$ cat src/rtl/cpu_trace_pkg.sv
// Shared types and ASCII constants for the CPU write-back trace emitter.
// The emitter walks one state per field of the frame; digit states loop internally.
package cpu_trace_pkg;

    typedef enum logic [3:0] {
        S_IDLE, S_CARET, S_TIME, S_AT, S_PC, S_COLON, S_SP1, S_SIGIL,
        S_ADDR, S_SP2, S_LT, S_EQ, S_SP3, S_DATA, S_HASH
    } state_t;

    localparam logic [7:0] CH_CARET  = 8'h5e;
    localparam logic [7:0] CH_AT     = 8'h40;
    localparam logic [7:0] CH_COLON  = 8'h3a;
    localparam logic [7:0] CH_SP     = 8'h20;
    localparam logic [7:0] CH_DOLLAR = 8'h24;
    localparam logic [7:0] CH_STAR   = 8'h2a;
    localparam logic [7:0] CH_LT     = 8'h3c;
    localparam logic [7:0] CH_EQ     = 8'h3d;
    localparam logic [7:0] CH_HASH   = 8'h23;

    localparam logic [13:0] TIME_MAX = 14'd9999;

    localparam logic KIND_REG = 1'b0;
    localparam logic KIND_MEM = 1'b1;

endpackage

$ cat src/rtl/trace_hex_ascii.sv
// Nibble to lowercase ASCII hex digit; also serves decimal digits 0-9.
module trace_hex_ascii (
    input  logic [3:0] nibble,
    output logic [7:0] ascii
);

    always_comb begin
        if (nibble < 4'd10) ascii = 8'h30 + {4'd0, nibble};
        else                ascii = 8'h57 + {4'd0, nibble};
    end

endmodule

$ cat src/rtl/cpu_trace_emitter.sv
// Serializes one trace record into "^time@pc: $reg <= data#" or "^time@pc: *addr <= data#".
// state | meaning
// IDLE  | waiting for a record, in_ready high
// CARET | '^'            TIME  | decimal time digits      AT    | '@'
// PC    | 8 hex digits   COLON | ':'                      SP1   | ' '
// SIGIL | '$' or '*'     ADDR  | reg decimal / 8 hex      SP2   | ' '
// LT    | '<'            EQ    | '='                      SP3   | ' '
// DATA  | 8 hex digits   HASH  | '#', frame end
module cpu_trace_emitter
    import cpu_trace_pkg::*;
#(
    parameter int TIME_W = 14
) (
    input  logic              clk,
    input  logic              reset,
    input  logic              in_valid,
    output logic              in_ready,
    input  logic              in_kind,
    input  logic [TIME_W-1:0] in_time,
    input  logic [31:0]       in_pc,
    input  logic [31:0]       in_addr,
    input  logic [31:0]       in_data,
    output logic [7:0]        char_out,
    output logic              char_valid,
    input  logic              char_ready,
    output logic              char_last
);

    state_t      state, state_nx;
    logic [2:0]  idx;
    logic        rdy_q;
    logic        kind_q;
    logic [15:0] time_q;
    logic [2:0]  time_last;
    logic [31:0] pc_q, addr_q, data_q;
    logic [2:0]  addr_last;

    logic        fire, accept, multi, dig_last;
    logic [3:0]  nibble;
    logic [7:0]  hex_ch, char_c;
    logic        last_c;

    // Capture-time conversions: clamp + BCD for time, decimal split for reg index.
    logic [31:0] time_ext;
    logic [13:0] t_clamp;
    logic [3:0]  t_th, t_hu, t_te, t_on;
    logic [2:0]  t_last;
    logic [15:0] t_just;
    logic [4:0]  r_idx, r_ones;
    logic [3:0]  r_tens;

    assign time_ext = 32'(in_time);

    always_comb begin
        t_clamp = (time_ext > {18'd0, TIME_MAX}) ? TIME_MAX : time_ext[13:0];
        t_th    = 4'(t_clamp / 14'd1000);
        t_hu    = 4'((t_clamp / 14'd100) % 14'd10);
        t_te    = 4'((t_clamp / 14'd10) % 14'd10);
        t_on    = 4'(t_clamp % 14'd10);
        if      (t_clamp >= 14'd1000) t_last = 3'd3;
        else if (t_clamp >= 14'd100)  t_last = 3'd2;
        else if (t_clamp >= 14'd10)   t_last = 3'd1;
        else                          t_last = 3'd0;
        // Left-justify so the first printed digit is always the top nibble.
        t_just = {t_th, t_hu, t_te, t_on} << {3'd3 - t_last, 2'b00};

        r_idx = in_addr[4:0];
        if      (r_idx >= 5'd30) begin r_tens = 4'd3; r_ones = r_idx - 5'd30; end
        else if (r_idx >= 5'd20) begin r_tens = 4'd2; r_ones = r_idx - 5'd20; end
        else if (r_idx >= 5'd10) begin r_tens = 4'd1; r_ones = r_idx - 5'd10; end
        else                     begin r_tens = 4'd0; r_ones = r_idx;         end
    end

    logic [15:0] time_sh;
    logic [31:0] pc_sh, addr_sh, data_sh;
    assign time_sh = time_q << {idx, 2'b00};
    assign pc_sh   = pc_q   << {idx, 2'b00};
    assign addr_sh = addr_q << {idx, 2'b00};
    assign data_sh = data_q << {idx, 2'b00};

    trace_hex_ascii u_hex (
        .nibble (nibble),
        .ascii  (hex_ch)
    );

    assign fire   = (state != S_IDLE) && char_ready;
    assign accept = (state == S_IDLE) && in_valid && rdy_q;

    always_comb begin
        state_nx = state;
        nibble   = 4'd0;
        char_c   = 8'h00;
        last_c   = 1'b0;
        multi    = 1'b0;
        dig_last = 1'b0;
        case (state)
            S_IDLE:  if (accept) state_nx = S_CARET;
            S_CARET: begin char_c = CH_CARET; if (fire) state_nx = S_TIME; end
            S_TIME: begin
                multi    = 1'b1;
                nibble   = time_sh[15:12];
                char_c   = hex_ch;
                dig_last = (idx == time_last);
                if (fire && dig_last) state_nx = S_AT;
            end
            S_AT:    begin char_c = CH_AT; if (fire) state_nx = S_PC; end
            S_PC: begin
                multi    = 1'b1;
                nibble   = pc_sh[31:28];
                char_c   = hex_ch;
                dig_last = (idx == 3'd7);
                if (fire && dig_last) state_nx = S_COLON;
            end
            S_COLON: begin char_c = CH_COLON; if (fire) state_nx = S_SP1; end
            S_SP1:   begin char_c = CH_SP; if (fire) state_nx = S_SIGIL; end
            S_SIGIL: begin
                char_c = (kind_q == KIND_MEM) ? CH_STAR : CH_DOLLAR;
                if (fire) state_nx = S_ADDR;
            end
            S_ADDR: begin
                multi    = 1'b1;
                nibble   = addr_sh[31:28];
                char_c   = hex_ch;
                dig_last = (idx == addr_last);
                if (fire && dig_last) state_nx = S_SP2;
            end
            S_SP2:   begin char_c = CH_SP; if (fire) state_nx = S_LT; end
            S_LT:    begin char_c = CH_LT; if (fire) state_nx = S_EQ; end
            S_EQ:    begin char_c = CH_EQ; if (fire) state_nx = S_SP3; end
            S_SP3:   begin char_c = CH_SP; if (fire) state_nx = S_DATA; end
            S_DATA: begin
                multi    = 1'b1;
                nibble   = data_sh[31:28];
                char_c   = hex_ch;
                dig_last = (idx == 3'd7);
                if (fire && dig_last) state_nx = S_HASH;
            end
            S_HASH: begin
                char_c = CH_HASH;
                last_c = 1'b1;
                if (fire) state_nx = S_IDLE;
            end
            default: state_nx = S_IDLE;
        endcase
    end

    always_ff @(posedge clk or negedge reset) begin
        if (!reset) begin
            state     <= S_IDLE;
            idx       <= 3'd0;
            rdy_q     <= 1'b0;
            kind_q    <= KIND_REG;
            time_q    <= 16'd0;
            time_last <= 3'd0;
            pc_q      <= 32'd0;
            addr_q    <= 32'd0;
            addr_last <= 3'd0;
            data_q    <= 32'd0;
        end else begin
            state <= state_nx;
            rdy_q <= (state_nx == S_IDLE);
            if (fire) idx <= (multi && !dig_last) ? idx + 3'd1 : 3'd0;
            if (accept) begin
                kind_q    <= in_kind;
                time_q    <= t_just;
                time_last <= t_last;
                pc_q      <= in_pc;
                data_q    <= in_data;
                if (in_kind == KIND_MEM) begin
                    addr_q    <= in_addr;
                    addr_last <= 3'd7;
                end else if (r_tens == 4'd0) begin
                    addr_q    <= {r_ones[3:0], 28'd0};
                    addr_last <= 3'd0;
                end else begin
                    addr_q    <= {r_tens, r_ones[3:0], 24'd0};
                    addr_last <= 3'd1;
                end
            end
        end
    end

    assign in_ready   = rdy_q;
    assign char_valid = (state != S_IDLE);
    assign char_out   = char_c;
    assign char_last  = last_c;

endmodule

$ cat config.mk
export PLATFORM = sky130hd
export DESIGN_NAME = cpu_trace_emitter
export DESIGN_NICKNAME = d
export VERILOG_FILES = /design/src/rtl/cpu_trace_pkg.sv /design/src/rtl/trace_hex_ascii.sv /design/src/rtl/cpu_trace_emitter.sv
export SDC_FILE = /design/constraint.sdc
export NUM_CORES = 1
export LEC_CHECK = 0
export CAP_MARGIN = 25
export CORE_AREA = 2 2 150 152
export DETAILED_ROUTE_END_ITERATION = 6
export DIE_AREA = 0 0 152 154
export PLACE_DENSITY = 0.82
export SLEW_MARGIN = 30
export SYNTH_ARGS = -nofsm -noshare
export SYNTH_HDL_FRONTEND = slang
export SYNTH_SLANG_ARGS = --single-unit
$ cat constraint.sdc
create_clock -name clk -period 6.99 [get_ports clk]
set_input_delay 1.398 -clock clk [delete_from_list [all_inputs] [get_ports clk]]
set_output_delay 1.398 -clock clk [all_outputs]
set_load 0.02 [all_outputs]
==> impl_metrics.ini <==
[status]
status = finished with violations
violations = DRC

[setup_path]
path_common_cell = buf_4
critPathKind = in2reg
r2r_end = time_q[15]
worst-path-buf-inv = 6
end_kind = register
reg2reg_from = state[1]
crit_required_ns = 7.34
crit_family = compound AO/OA/AOI/OAI gates
ff2ff_setup_slack_ns = 3.68
cpPeakStageDelay_ns = 0.36
cp-start-kind = input pin
crit_arrival_ns = 7.16
path_max_fanout = 6
worst_r2r_path_depth = 5
slowest_stage = or3_4

[route]
drtAntennaViolNets = 0
detail_route.wl_per_cell_um = 20.1
drc = 2
met2_wirelength_mm = 19.2
wl_mm = 41.3
firstDrtPassIters = 7
drtIter0Drc = 1604
top_layer = met4
m1WireLength_mm = 17.2
wl_met3_mm = 3.82
vias = 12900
via_per_inst = 6.27

[global_route]
grt_overflow = 0
grt_first_pass_wirelength_mm = 64.7
antenna_found_initial = 0
grt_max_degree = 106
grt_pass1_vias = 12200
grt.total_usage_pct = 33.7

[clocking]
clockBufferDepth = 2
cts_tree = yes
tritoncts.num_buffers = 17
cts.sink_count = 124
ctsRootBufferMaster = clkbuf_16
ctsHtreeMaxLevel = 4
insertion_delay_ns = 0.43
cts.reportedPaths.clkPinSlew_ns = 0.06

[pwr]
power_density_mw_per_mm2 = 353
p_leak_nw = 6.80
power_switching_mw = 2.28
swShare_pct = 42.5
power_mw = 5.37
vdd_ir_drop_max_mv = 0.259
p_int_mw = 3.09
comb_power_share_pct = 57.7
seq_power_share_pct = 24.0
power.clock.fraction_pct = 18.3

[yosys]
synth_ff_type = dfrtp_1
synth_top_cell_by_area = dfrtp_1
synth_nets = 1569
synth_seq_cells = 124
synth_top_area_share_pct = 29.1
ys_types = 115
avgSynthCellArea_um2 = 7.42
async_reset_ff_share_pct = 100
synth_edf_count = 0
yosys_warnings = 0
synth_area_mm2 = 0.0107
seq_area_frac_synth_pct = 29.1
syn_inst = 1437
synthTopCellsByArea = dfrtp_1 29%, nand2_1 13%, a21oi_1 3.6%

[floorplanning]
io_pins = 126
core_mm2 = 0.0217
start_util_pct = 49.2
die_x_um = 152
die_area_mm2 = 0.0234
fp.dieH_um = 154
rows = 54

[hold_path]
whs_path_depth = 2
hp-start = addr_q[14]
hold_end = addr_q[14]
hold_class = reg2reg

[sta]
finalSetupTns_ns = 0
finalCritPeriodShare_pct = 97.5
relSlewSlack_pct = 39.9
max_freq_mhz = 147
hold_viol_final = 0
tightestPinTransition_ns = 0.893
setup_viol = 0
finClkSkew_ns = 0.00594
rsz0062_at_grt = true
min_period_ns = 6.82
drv_slew = 0

[final_layout]
diodes = 0
fin_nets = 1894
fin_cells = 2055
layout-drive-gt1-share_pct = 25.9
area_growth_pct = 42.7

[placed_design]
detailed_place_hpwl_mm = 28.8
dpl.cell_count = 1993
io_buffers = 124
place.gp.congestion = 0.989

[job]
cap_violations = 0
[Yosys cell counts (all sizes together) (6+ instances only)]
master / instances
a31oi: 33
a211oi: 40
a22oi: 26
or2: 9
nand3: 54
buf: 36
a21o: 12
clkbuf: 72
nand4: 10
nor3b: 11
a21oi: 79
a311oi: 13
o22ai: 6
o21ai: 78
o31ai: 12
and2: 6
or3: 14
maj3: 8
xnor2: 19
nor2b: 9
o32ai: 6
mux2i: 24
o21a: 9
nand2b: 15
nand2: 376
nor4: 9
o211ai: 26
inv: 22
ha: 17
a21boi: 7
a2111oi: 8
nor2: 92
nor3: 28
xor2: 8
a22o: 23
dfrtp: 124
[cells by family after synthesis]
| family | Yosys count | share of synthesized area [%] |
|---|---|---|
| adders and majority gates | 25 | 2.76 |
| AOI/OAI and AO/OA | 441 | 29.6 |
| other | 1 | 0.0352 |
| buffers and inverters | 134 | 5.27 |
| and+or+nand+nor | 653 | 27.2 |
| muxes | 32 | 3.71 |
| DFF | 124 | 29.1 |
| xor gates and xnor gates | 27 | 2.29 |
[flip-flops by register name (all words and copies together) (netlist names), 2 cells and up]
signal     cells
data_q        32
addr_last      2
time_q        16
idx            3
time_last      2
pc_q          32
state          4
addr_q        32
[worst max-delay path by stage]
stage	slack [ns]	cells after the start	end	startpoint
after floorplan	0.02	29	time_q[15]	in_time[6]
after global placement	-0.90	29	time_q[6]	in_time[2]
after detailed placement	-1.07	29	time_q[6]	in_time[2]
after CTS	-0.02	31	time_q[6]	in_time[12]
after global routing	-0.10	32	time_q[11]	in_time[1]
final	0.17	32	time_q[6]	in_time[1]
[metrics by stage]
stage	setup WS (ns)	area [um^2]	util [%]	hold slack (ns)
after floorplan	0.0163	10700	-	0.434
final	0.172	15200	70.2	0.472
after global placement	-0.901	13900	64.0	0.451
after CTS	-0.0152	14800	68.5	0.475
after global routing	-0.104	15200	70.2	0.488
after detailed placement	-1.07	13900	64.0	0.456
[worst register-to-register path, stage by stage, from the launching register on]
cell and delay, ns:
dfrtp_1 0.64, nor4_1 0.74, and3_2 0.86, buf_4 0.58
o32ai_1 0.22, a31oi_1 0.19
[area by class of cell]
class,instances,area [um^2]
fillers,1635,6460
clock buffers,17,425
well taps,280,350
flip-flops and latches,124,3100
inverters,26,101
clock inverters,15,225
multi-input cells,1179,7490
repair buffers,414,3530
[what timing repair did]
action	4_1_cts	5_1_grt
pin swaps	25	34
gates resized for setup	62	76
hold buffers	0	0
gates cloned	0	2
setup endpoints to repair	15	15
buffers inserted	9	20
[layer usage]
metal  GRT usage [%]  up-vias
li1                -     5881
met1            47.4     6135
met2            54.2      750
met3            5.38      120
met4            9.30        0
met5               0        -
[placed cells by master, fill, tap and decap left out, types with 15 or more instances in the layout]
cell type,instances
a211oi_1,38
a21oi_1,72
a22o_1,23
a22oi_1,22
a31oi_1,29
buf_4,274
clkbuf_16,19
clkdlybuf4s50_1,109
dfrtp_1,123
ha_1,15
inv_1,19
mux2i_1,17
nand2_1,369
nand3_1,50
nor2_1,84
nor3_1,24
o211ai_1,24
o21ai_0,61
xnor2_1,18
[power groups by stage]
| stage | Combinational (mW) | Sequential, mW | Clock (mW) |
|---|---|---|---|
| global route | 3.34 | 1.31 | 1.01 |
| floorplan | 1.78 | 1.14 | 0 |
| global placement | 2.70 | 1.25 | 0 |
| CTS | 2.93 | 1.27 | 0.981 |
| detailed placement | 2.79 | 1.26 | 0 |
| finish | 3.10 | 1.29 | 0.985 |
(Power assumes the default switching activity.)
